===== src/rtl/sevenseg_scan.sv =====
// Multiplexed seven-segment digit scanner with a single-entry, frame-atomic update buffer.
module sevenseg_scan #(
  parameter int unsigned NUM_DIGITS = 4,
  parameter int unsigned TICK_DIV   = 27000
) (
  input  logic                    clk,
  input  logic                    rst,
  input  logic [4*NUM_DIGITS-1:0] in_value,
  input  logic                    in_valid,
  output logic                    in_ready,
  input  logic                    blank_lz,
  output logic [3:0]              dig,
  output logic [NUM_DIGITS-1:0]   an,
  output logic                    blank,
  output logic                    frame_start
);

  localparam int unsigned DW = 4 * NUM_DIGITS;
  localparam int unsigned CW = (TICK_DIV > 1) ? $clog2(TICK_DIV) : 1;
  localparam int unsigned IW = (NUM_DIGITS > 1) ? $clog2(NUM_DIGITS) : 1;
  localparam logic [CW-1:0] CNT_LAST = CW'(TICK_DIV - 1);
  localparam logic [IW-1:0] IDX_LAST = IW'(NUM_DIGITS - 1);

  logic [CW-1:0]         cnt;
  logic [IW-1:0]         idx;
  logic [DW-1:0]         disp;
  logic [DW-1:0]         shadow;
  logic                  pending;
  logic                  tick;
  logic                  wrap;
  logic                  xfer;
  logic [NUM_DIGITS-1:0] tail_zero;
  logic                  sel_zero;

  assign tick     = (cnt == CNT_LAST);
  assign wrap     = tick && (idx == IDX_LAST);
  assign in_ready = !pending && !rst;
  assign xfer     = in_valid && in_ready;

  // Slot prescaler, digit index and frame-start pulse.
  always_ff @(posedge clk) begin
    if (rst) begin
      cnt         <= '0;
      idx         <= '0;
      frame_start <= 1'b0;
    end else begin
      cnt         <= tick ? '0 : cnt + CW'(1);
      if (tick) begin
        idx <= wrap ? '0 : idx + IW'(1);
      end
      frame_start <= wrap;
    end
  end

  // Accept into the shadow buffer; copy to the display only at a frame wrap.
  // Accept and commit are exclusive: accept needs pending=0, commit needs pending=1.
  always_ff @(posedge clk) begin
    if (rst) begin
      shadow  <= '0;
      disp    <= '0;
      pending <= 1'b0;
    end else if (xfer) begin
      shadow  <= in_value;
      pending <= 1'b1;
    end else if (wrap && pending) begin
      disp    <= shadow;
      pending <= 1'b0;
    end
  end

  // tail_zero[k] is set when every nibble from position k upward is zero.
  always_comb begin
    logic acc;
    acc       = 1'b1;
    tail_zero = '0;
    for (int k = int'(NUM_DIGITS) - 1; k >= 0; k--) begin
      acc          = acc && (disp[4*k +: 4] == 4'd0);
      tail_zero[k] = acc;
    end
  end

  // Select the active nibble and drive the one-hot, active-low anode enables.
  always_comb begin
    dig      = 4'd0;
    sel_zero = 1'b0;
    for (int k = 0; k < int'(NUM_DIGITS); k++) begin
      if (idx == IW'(k)) begin
        dig      = disp[4*k +: 4];
        sel_zero = tail_zero[k];
      end
    end
    blank = blank_lz && (idx != '0) && sel_zero;
    an    = blank ? '1 : ~(NUM_DIGITS'(1) << idx);
  end

endmodule


===== config.mk =====
export PLATFORM = sky130hd
export DESIGN_NAME = sevenseg_scan
export DESIGN_NICKNAME = d
export VERILOG_FILES = /design/src/rtl/sevenseg_scan.sv
export SDC_FILE = /design/constraint.sdc
export NUM_CORES = 1
export LEC_CHECK = 0
export ABC_AREA = 1
export BUFFER_PORTS_ARGS = -buffer_cell sky130_fd_sc_hd__buf_2
export CAP_MARGIN = 40
export CORE_UTILIZATION = 50
export CTS_CLUSTER_SIZE = 10
export DETAILED_ROUTE_END_ITERATION = 8
export PLACE_DENSITY = 0.79
export SYNTH_ARGS = -nofsm -noshare
export SYNTH_HDL_FRONTEND = slang
export SYNTH_SLANG_ARGS = --single-unit

===== constraint.sdc =====
create_clock -name clk -period 1.58 [get_ports clk]
set_clock_uncertainty 0.05 [all_clocks]
set_input_delay 0.237 -clock clk [delete_from_list [all_inputs] [get_ports clk]]
set_output_delay 0.237 -clock clk [all_outputs]
set_load 0.01 [all_outputs]

Word level (Yosys, flattened, before mapping)
Cells that the tools add are included.
- add/sub/neg operators: 2
- equal/unequal tests: 4
- shift operators: 1
- mux-type cells: 12
- bitwise gates (word level): 2
- reduce and logical (&&, ||, !) cells: 20
- operators by type and width (kind ; count):
    2-to-1 mux 4 bit ; 5
    logical NOT 4 bit ; 4
    adder 15 x 1 -> 15 bit, second input constant ; 1
    equality test 15 bit, second input constant ; 1
    logical AND 1 bit ; 9
    2-to-1 mux 1 bit ; 6
    equality test 2 bit, second input constant ; 2
    inverter 4 bit ; 1
    nonzero test 2 bit ; 2
    left shift 1 x 2 -> 4 bit, first input constant ; 1
    adder 2 x 1 -> 2 bit, second input constant ; 1
    equality test 2 x 1 -> 1 bit, second input constant ; 1
    logical NOT 1 bit ; 2
    logical NOT 2 bit ; 1
    2-to-1 mux 2 bit ; 1
    AND reduction 2 bit ; 1
    OR reduction 2 bit ; 1
    inverter 1 bit ; 1
- flip-flop bits (word level): 51
- input bits: 20
- output and inout port bits: 11

Logic depth before layout (Yosys ltp)
Gate-level depths: netlist (run 1).
- depth in word-level cells: 10
- mapped depth: 10

Worst setup path before layout (run 1)
OpenSTA, ideal clock, no wires.
- path type: flip-flop to output port
- start: register idx[0]
- end: output port dig[0]
- arrival: 1.249 ns
- data required time: 1.293 ns
- setup slack: 0.044 ns
- cell stages (with the launch flop): 5
- buffers on the path: 1
- path through: dfxtp_1 -> ha_1 -> clkbuf_1 -> a21oi_1 -> a22oi_1
- longest elaborated chain between the ends: 5
- elaborated cells on any way between the ends: 8
- ends and longest elaborated chain (item ; RTL line ; source):
    from (decl) ; 25 ; logic [IW-1:0] idx;
    from (signal assigned) ; 49 ; idx <= wrap ? '0 : idx + IW'(1);
    logical NOT 2 bit ; 87 ; if (idx == IW'(k)) begin
    2-to-1 mux 4 bit (3 in series) ; 87 ;
    2-to-1 mux 4 bit (*) ; 87 ;
    to (decl) ; 12 ; output logic [3:0] dig,
Mark *: on every way between the ends. The rest lies on a longest branch, timed or not.

Worst setup path in the final report (run 1)
- start: register idx[0]
- end: output port an[3]
- longest elaborated chain between the ends: 7
- elaborated cells on any way between the ends: 14
- ends and longest elaborated chain (item ; RTL line ; source):
    logical NOT 2 bit ; 87 ;
    2-to-1 mux 1 bit (4 in series) ; 87 ;
    logical AND 1 bit ; 92 ; blank = blank_lz && (idx != '0) && sel_zero;
    2-to-1 mux 4 bit (*) ; 93 ; an = blank ? '1 : ~(NUM_DIGITS'(1) << idx);
    to (decl) ; 13 ; output logic [NUM_DIGITS-1:0] an,
Marks and branches as above.

==> results of run 1 <==
[report_power, final]
group	internal [W]	switching [W]	total, W
sequential	0.00132	0.0000320	0.00135
combinational	0.0000537	0.0000677	0.000121
clock	0.000631	0.000437	0.00107
[worst max-delay path, stage by stage, from the launching register on]
cell and delay (ps):
dfxtp_4 370, inv_4 60, ha_2 170, inv_2 60, nand2_2 60, nor3_2 30, and2_4 150, or2_2 270
buf_6 120
[kinds of logic (layout without fill, tap and decap cells)]
| kind of cell | after synthesis | in the layout | synth area share, % |
|---|---|---|---|
| simple gates | 186 | 189 | 34.02 |
| fa+ha+maj | 5 | 5 | 2.633 |
| buf+inv | 43 | 90 | 7.793 |
| xor+xnor | 7 | 7 | 2.580 |
| flops | 51 | 51 | 42.97 |
| compound gates | 44 | 44 | 10.01 |
[worst paths after layout]
kind / start / to / slack (ps) / cells past startpoint
worst max-delay path: idx[0] / an[3] / -320 / 8
worst min-delay path: in_value[3] / shadow[3] / 70 / 3
worst min register to register: shadow[15] / shadow[15] / 440 / 2
worst max register to register: idx[0] / disp[13] / 30 / 6
[metrics by stage]
step	hold WS [ps]	TNS (ps)	util, %	total power, W	area (sq um)
2_1_floorplan	259.3	0	-	0.001434	2376
3_3_place_gp	384.7	-3.576	59.68	0.001483	2670
3_5_place_dp	391.6	-286.1	59.68	0.001488	2670
4_1_cts	66.73	-2148	64.04	0.002545	2865
5_1_grt	83.34	-2888	66.86	0.002640	2992
6_report	72.96	-2058	66.86	0.002542	2992
[cell usage after synthesis (3+ instances only)]
| library cell | instances | share of area (%) |
|---|---|---|
| nand2_1 | 97 | 15 |
| nor2_1 | 59 | 9.3 |
| dfxtp_1 | 51 | 43 |
| inv_1 | 30 | 4.7 |
| o21ai_0 | 22 | 4.6 |
| a21oi_1 | 13 | 2.7 |
| nand3_1 | 6 | 1.3 |
| nor2_2 | 6 | 1.6 |
| clkbuf_1 | 5 | 0.79 |
| ha_1 | 5 | 2.6 |
| a22oi_1 | 4 | 1.3 |
| nor3_1 | 4 | 0.84 |
| xor2_1 | 4 | 1.5 |
| o211ai_1 | 3 | 0.95 |
| xnor2_1 | 3 | 1.1 |
[registers in the layout, summed over array words and instances, names as in the netlist]
signal / flops
cnt: 15
disp: 16
frame_start: 1
idx: 2
pending: 1
shadow: 16
[timing repair]
action	CTS	global route
resized for setup	17	27
setup endpoints to repair	37	43
pin swaps	6	13
hold buffers	0	0
buffers inserted	1	1
cloned	1	2
[cell type report]
class                   count  area, sq um  area share [%]
multi-input cells         245         1319           44.08
well taps                  52        65.06           2.175
clock inverters             3        67.56           2.258
clock buffers               5        68.82           2.300
repair buffers             49        315.3           10.54
flip-flops and latches     51         1030           34.42
inverters                  33        126.4           4.224
[per-layer routing]
metal / part of all wire [%] / routed length [um] / track usage (%) / vias up
met1: 48 / 2693 / 31.75 / 1002
met4: 1.1 / 59 / 6.444 / 0
met5: 0 / 0 / 0 / -
met2: 46 / 2544 / 35.79 / 67
li1: - / - / - / 1155
met3: 5.1 / 283 / 4.558 / 6
==> results.yml, run 1 <==
detailed_routing:
  num_vias: 2230
  drt_wl_total_mm: 5.580
  ant_nets: 0
  drt-initial-drc-count: 204
  drt-pass1-iter-count: 6
  drc_errors: 0
  wl_per_cell_um: 12.74
  viasPerCell: 5.091
place:
  port_buffers: 30
  place_ws_ps: -42.53
  dpl.hpwl_mm: 3.565
  gp_congestion: 0.8277
  placedCellCount: 425
run_status:
  outcome: "complete, but fails checks"
  violations: "negative setup slack"
floorplanning:
  pin_count: 31
  die_area_sq_mm: 0.005032
  coreArea_sq_mm: 0.004474
  die_y_um: 70.94
  die_x_um: 70.94
  initial_core_util_pct: 53.10
  rows: 24
synthesis:
  avgSynthCellArea_sq_um: 7.072
  ys_seq_area_share_pct: 42.97
  syn-num-nets: 361
  mappedNetlistArea_sq_mm: 0.002376
  ys_ff_latch: 51
  syn_inst: 336
  synth_warnings: 0
  synth-async-reset-ratio_pct: 0
  synth_edf_count: 0
  ys.flop_type: "dfxtp_1"
  synth_cell_types: 33
job:
  maxCapViolCount: 0
cells_and_area:
  fin_cells: 438
  syn2layout_area_growth_pct: 25.91
  nFillCells: 360
  layout_common_cells: "nand2_1 (94), nor2_1 (55), dfxtp_1 (46)"
  layout_commonest_cell: "nand2_1"
  drive_above_1_share_pct: 26.42
  n_antenna_cell: 0
  nets: 410
setup_path:
  cp-end-kind: "output port"
  crit_arrival_ps: 1610
  crit_required_ps: 1290
  start_kind: "flip-flop"
  path_class: "reg2out"
  crit_fanout: 6
power_and_ir_drop:
  ir_drop_mv: 0.6923
  powerDensity_mw_per_mm2: 849.7
  power_leakage_nw: 1.331
clocking:
  root_buffer: "clkbuf_8"
  ctsLongestPathBuffers: 2
  htreeDepth: 2
  clkTransAtPathRegs_ps: 90
  cts_tree: "yes"
  clock-sinks: 51
  insertion_delay_ps: 310
  numCtsBuffers: 5
sta:
  period_needed_ps: 1900
  maxSlewHeadroom_pct: 66.57
  worst_slack_ps: -320.3
  worstMarginPinSlew_ps: 500.7
  post-route-period-util_pct: 120.3
  clock.fmax_mhz: 526.2
  rsz0062_at_grt: "yes"
  slew_viol_final: 0
  final_hold_viol_count: 0
  setup_viol: 8
grt:
  grt.total_usage_pct: 22.71
  antenna_found_initial: 0
  grt_max_degree: 34
  grt_pass1_wl_mm: 9.073
  grt_pass1_vias: 2019
  grt-ovfl-total: 0
worst_hold_path:
  hold_class: "in2reg"
(Power assumes the default switching activity.)
==> run 2: changes to the inputs <==
CORE_UTILIZATION = 39   (was 50)
CTS_CLUSTER_SIZE = 24   (was 10)
PLACE_DENSITY = 0.66   (was 0.79)
==> results.yml, run 2 (synthesis results as in run 1) <==
power_and_ir_drop:
  p_total_w: 0.002412
  powerDensity_mw_per_mm2: 777.8
  power_leakage_nw: 1.353
  ir_drop_mv: 0.5252
detailed_routing:
  wl_per_cell_um: 12.28
  drt-initial-drc-count: 158
  drt_wl_total_mm: 5.687
  ant_nets: 0
  viasPerCell: 4.838
  drc_errors: 1
  drt-pass1-iter-count: 6
  num_vias: 2240
clocking:
  cts_tree: "yes"
  clock-sinks: 51
  numCtsBuffers: 5
  htreeDepth: 2
  cts.hold.buffers_added: 0
  insertion_delay_ps: 310
  root_buffer: "clkbuf_8"
  clkTransAtPathRegs_ps: 100
  ctsLongestPathBuffers: 2
cells_and_area:
  syn2layout_area_growth_pct: 30.49
  layout_commonest_cell: "nand2_1"
  nets: 412
  n_antenna_cell: 0
  layout_common_cells: "nand2_1 (94), nor2_1 (55), dfxtp_1 (47)"
  drive_above_1_share_pct: 27.58
  reg_top3: "disp: 16 flops, shadow: 16 flops, cnt: 15 flops"
  fin_cells: 463
sta:
  worstMarginPinSlew_ps: 297.4
  post-route-period-util_pct: 120.3
  worst_slack_ps: -320.8
  clock.fmax_mhz: 526.1
  maxSlewHeadroom_pct: 80.17
  final_hold_viol_count: 0
  rsz0062_at_grt: "yes"
  setup_viol: 8
  slew_viol_final: 0
  period_needed_ps: 1901
  holdWs_ps: 68.39
floorplanning:
  pin_count: 31
  die_x_um: 80.06
  die_y_um: 80.06
  die_area_sq_mm: 0.006409
  rows: 28
  initial_core_util_pct: 40.37
  coreArea_sq_mm: 0.005886
setup_path:
  crit_required_ps: 1290
  crit_top_cell: "nand2_1"
  path_buf_inv: 3
  path_class: "reg2out"
  start_kind: "flip-flop"
  path_cells: "inv_4, ha_4, inv_2, nor2_4, nand3_2, o21ai_2, nand2_1, nand2_1, nand2_2, nand2_1, buf_2"
  cp_top_family: "simple AND/OR/NAND/NOR gates"
  cpPeakStageDelay_ps: 350
  crit_fanout: 3
  cp-end-kind: "output port"
  crit_arrival_ps: 1610
  crit_slowest_cell: "dfxtp_2"
grt:
  grt_max_degree: 34
  antenna_found_initial: 0
  grt.total_usage_pct: 18.09
  grt_pass1_vias: 1894
  grt_pass1_wl_mm: 9.004
  grt-ovfl-total: 0
place:
  dpl.hpwl_mm: 3.470
  placedCellCount: 445
  gp_congestion: 0.8091
  port_buffers: 30
worst_hold_path:
  hold_class: "in2reg"
run_status:
  violations: "design-rule violations, negative setup slack"
  outcome: "complete, but fails checks"
job:
  maxCapViolCount: 0
==> run 2: worst reg2reg max path, delay by kind of cell, from the launching register on <==
| family | cells | cell delay (ps) |
|---|---|---|
| AND/OR/NAND/NOR | 5 | 760 |
| flip-flops | 1 | 390 |
| adder cells (fa/ha/maj) | 1 | 170 |
==> run 2: path summary, 6_finish.rpt <==
| kind | startpoint | to | slack (ps) | cells after the start |
|---|---|---|---|---|
| setup / recovery | idx[1] | an[1] | -320 | 11 |
| hold reg to reg | shadow[10] | shadow[10] | 440 | 2 |
| setup reg to reg | cnt[0] | cnt[0] | 100 | 6 |
| hold / removal | in_value[11] | shadow[11] | 70 | 3 |
==> run 2: area by class of cell <==
type	instances	area, sq um
sequential	51	1028
timing repair buffer	50	341.6
tap	75	93.84
inverter	33	131.4
multi-input combinational	246	1389
clock buffer	5	68.82
clock inverter	3	47.55
fill	570	2785
==> run 2: what timing repair did <==
item	in CTS	in global routing
setup endpoints to repair	38	40
pin swaps	12	18
buffers inserted	3	3
gates resized for setup	36	21
gates cloned	2	2
==> run 2: report_power, final <==
group	total, W	internal (W)	switching, W
sequential	0.00135	0.00132	0.0000306
clock	0.000941	0.000480	0.000461
combinational	0.000120	0.0000522	0.0000676
==> run 2: routing by layer <==
layer / GRT usage (%) / up-vias / share of wire [%]
li1: - / 1169 / -
met1: 26.12 / 1001 / 51
met2: 26.75 / 60 / 43
met3: 3.523 / 10 / 4.3
met4: 5.893 / 0 / 1.8
met5: 0 / - / 0
==> run 2: through the flow <==
stage	TNS, ps	worst slack [ps]	cell area (sq um)	utilization, %
after floorplan	0	44.25	2376	-
after global placement	-174.8	-62.62	2689	45.68
after detailed placement	-347.5	-96.77	2689	45.68
after CTS	-2253	-340.9	2967	50.40
after global routing	-2875	-408.1	3100	52.68
final	-2256	-320.8	3100	52.68
==> run 3: changes to the inputs <==
MAX_ROUTING_LAYER = met4   (was not set)
==> results.yml, run 3 (synthesis results as in run 1) <==
place:
  placed_area_sq_mm: 0.002689
  dpl.hpwl_mm: 3.470
  gp_congestion: 0.8209
  port_buffers: 30
clocking:
  root_buffer: "clkbuf_8"
  ctsLongestPathBuffers: 2
  clkTransAtPathRegs_ps: 100
  cts_tree: "yes"
  numCtsBuffers: 5
  cts.hold.buffers_added: 0
  htreeDepth: 2
  insertion_delay_ps: 310
  clock-sinks: 51
power_and_ir_drop:
  powerDensity_mw_per_mm2: 778.1
  p_total_w: 0.002412
  ir_drop_mv: 0.5257
  power_leakage_nw: 1.353
cells_and_area:
  syn2layout_area_growth_pct: 30.49
  n_antenna_cell: 0
  nFillCells: 570
  drive_above_1_share_pct: 27.58
  layout_commonest_cell: "nand2_1"
  nets: 412
  stdcell_area_sq_mm: 0.003100
  layout_common_cells: "nand2_1 (94), nor2_1 (55), dfxtp_1 (47)"
  reg_top3: "disp: 16 flops, shadow: 16 flops, cnt: 15 flops"
worst_hold_path:
  worstHoldEndpoint: "shadow[11]"
  worstHoldStart: "in_value[11]"
  hold_depth: 3
  hold_class: "in2reg"
sta:
  setup_viol: 8
  worstMarginPinSlew_ps: 298.8
  worst_slack_ps: -316.7
  clock.fmax_mhz: 527.2
  slew_viol_final: 0
  final_hold_viol_count: 0
  rsz0062_at_grt: "yes"
  maxSlewHeadroom_pct: 80.08
  post-route-period-util_pct: 120.0
  period_needed_ps: 1897
grt:
  antenna_found_initial: 0
  grt_pass1_vias: 1894
  grt_pass1_wl_mm: 8.997
  grt_max_degree: 34
  grt-ovfl-total: 0
  grt.total_usage_pct: 18.58
detailed_routing:
  num_vias: 2229
  drt_wl_total_mm: 5.673
  viasPerCell: 4.814
  wl_per_cell_um: 12.25
  drt-initial-drc-count: 167
  drt-pass1-iter-count: 6
  drc_errors: 1
  ant_nets: 0
setup_path:
  r2r_end: "cnt[0]"
  rr_startpoint: "cnt[0]"
  r2r_slack_ps: 100
  cp-end-kind: "output port"
  path_class: "reg2out"
  path_cells: "inv_4, ha_4, inv_2, nor2_4, nand3_2, o21ai_2, nand2_1, nand2_1, nand2_2, nand2_1, buf_2"
  cpPeakStageDelay_ps: 350
  ff2ff_path_depth: 6
  crit_arrival_ps: 1610
  crit_top_cell: "nand2_1"
  crit_slowest_cell: "dfxtp_2"
  crit_required_ps: 1290
  start_kind: "flip-flop"
  crit_fanout: 3
floorplanning:
  die_x_um: 80.06
  initial_core_util_pct: 40.37
  die_area_sq_mm: 0.006409
  die_y_um: 80.06
  rows: 28
  coreArea_sq_mm: 0.005886
  pin_count: 31
run_status:
  violations: "design-rule violations, negative setup slack"
  outcome: "complete, but fails checks"
job:
  maxCapViolCount: 0
==> run 3: cell counts in the layout (fill, tap and decap cells not counted) <==
No cell type changed its count.
==> run 3: layout make-up <==
type                            instances  area, sq um  share of cell area, %
Multi-Input combinational cell        246         1389                  44.79
Sequential cell                        51         1028                  33.17
Timing Repair Buffer                   50        341.6                  11.02
Inverter                               33        131.4                  4.237
Tap cell                               75        93.84                  3.027
Clock buffer                            5        68.82                  2.220
Clock inverter                          3        47.55                  1.533
==> run 3: where the power goes <==
group	switching, W	internal (W)
Clock	0.000462	0.000481
Combinational	0.0000675	0.0000522
Sequential	0.0000305	0.00132
Total	0.000560	0.00185
==> run 3: per-layer routing <==
layer  global-route usage, %  part of all wire (%)
met1                   26.12                    50
met2                   26.75                    44
met3                   3.523                   5.1
met4                   5.893                   1.5
met5                       -                     0
==> run 3: worst max-delay path by stage <==
stage	start	endpoint	slack, ps	depth (start not counted)
after floorplan	idx[0]	dig[0]	40	4
after global placement	idx[1]	an[2]	-60	11
after detailed placement	idx[1]	an[1]	-100	11
after CTS	idx[1]	an[1]	-340	11
after global routing	idx[1]	an[1]	-410	11
final	idx[1]	an[1]	-320	11
==> run 3: through the flow <==
step	util (%)	TNS [ps]	hold slack (ps)	setup WS, ps	std cells
3_3_place_gp	45.68	-174.8	386.8	-62.62	445
5_1_grt	52.68	-2875	57.75	-408.1	463
4_1_cts	50.40	-2253	63.90	-340.9	458
2_1_floorplan	-	0	259.3	44.25	336
6_report	52.68	-2234	68.77	-316.7	463
3_5_place_dp	45.68	-347.5	391.2	-96.77	445
==> run 3: critical path: cells and delay by family, from the launching register on <==
kind                       cells  cell delay [ps]
DFF                            1              350
AOI/OAI and AO/OA              1              120
buffers and inverters          3              240
adders and majority gates      1              140
and+or+nand+nor                6              440
==> run 3: timing repair <==
item                                    4_1_cts  5_1_grt
pin swaps                                    12       18
cloned                                        2        2
buffers inserted                              3        3
endpoints found under the setup margin       38       40
resized for setup                            36       21
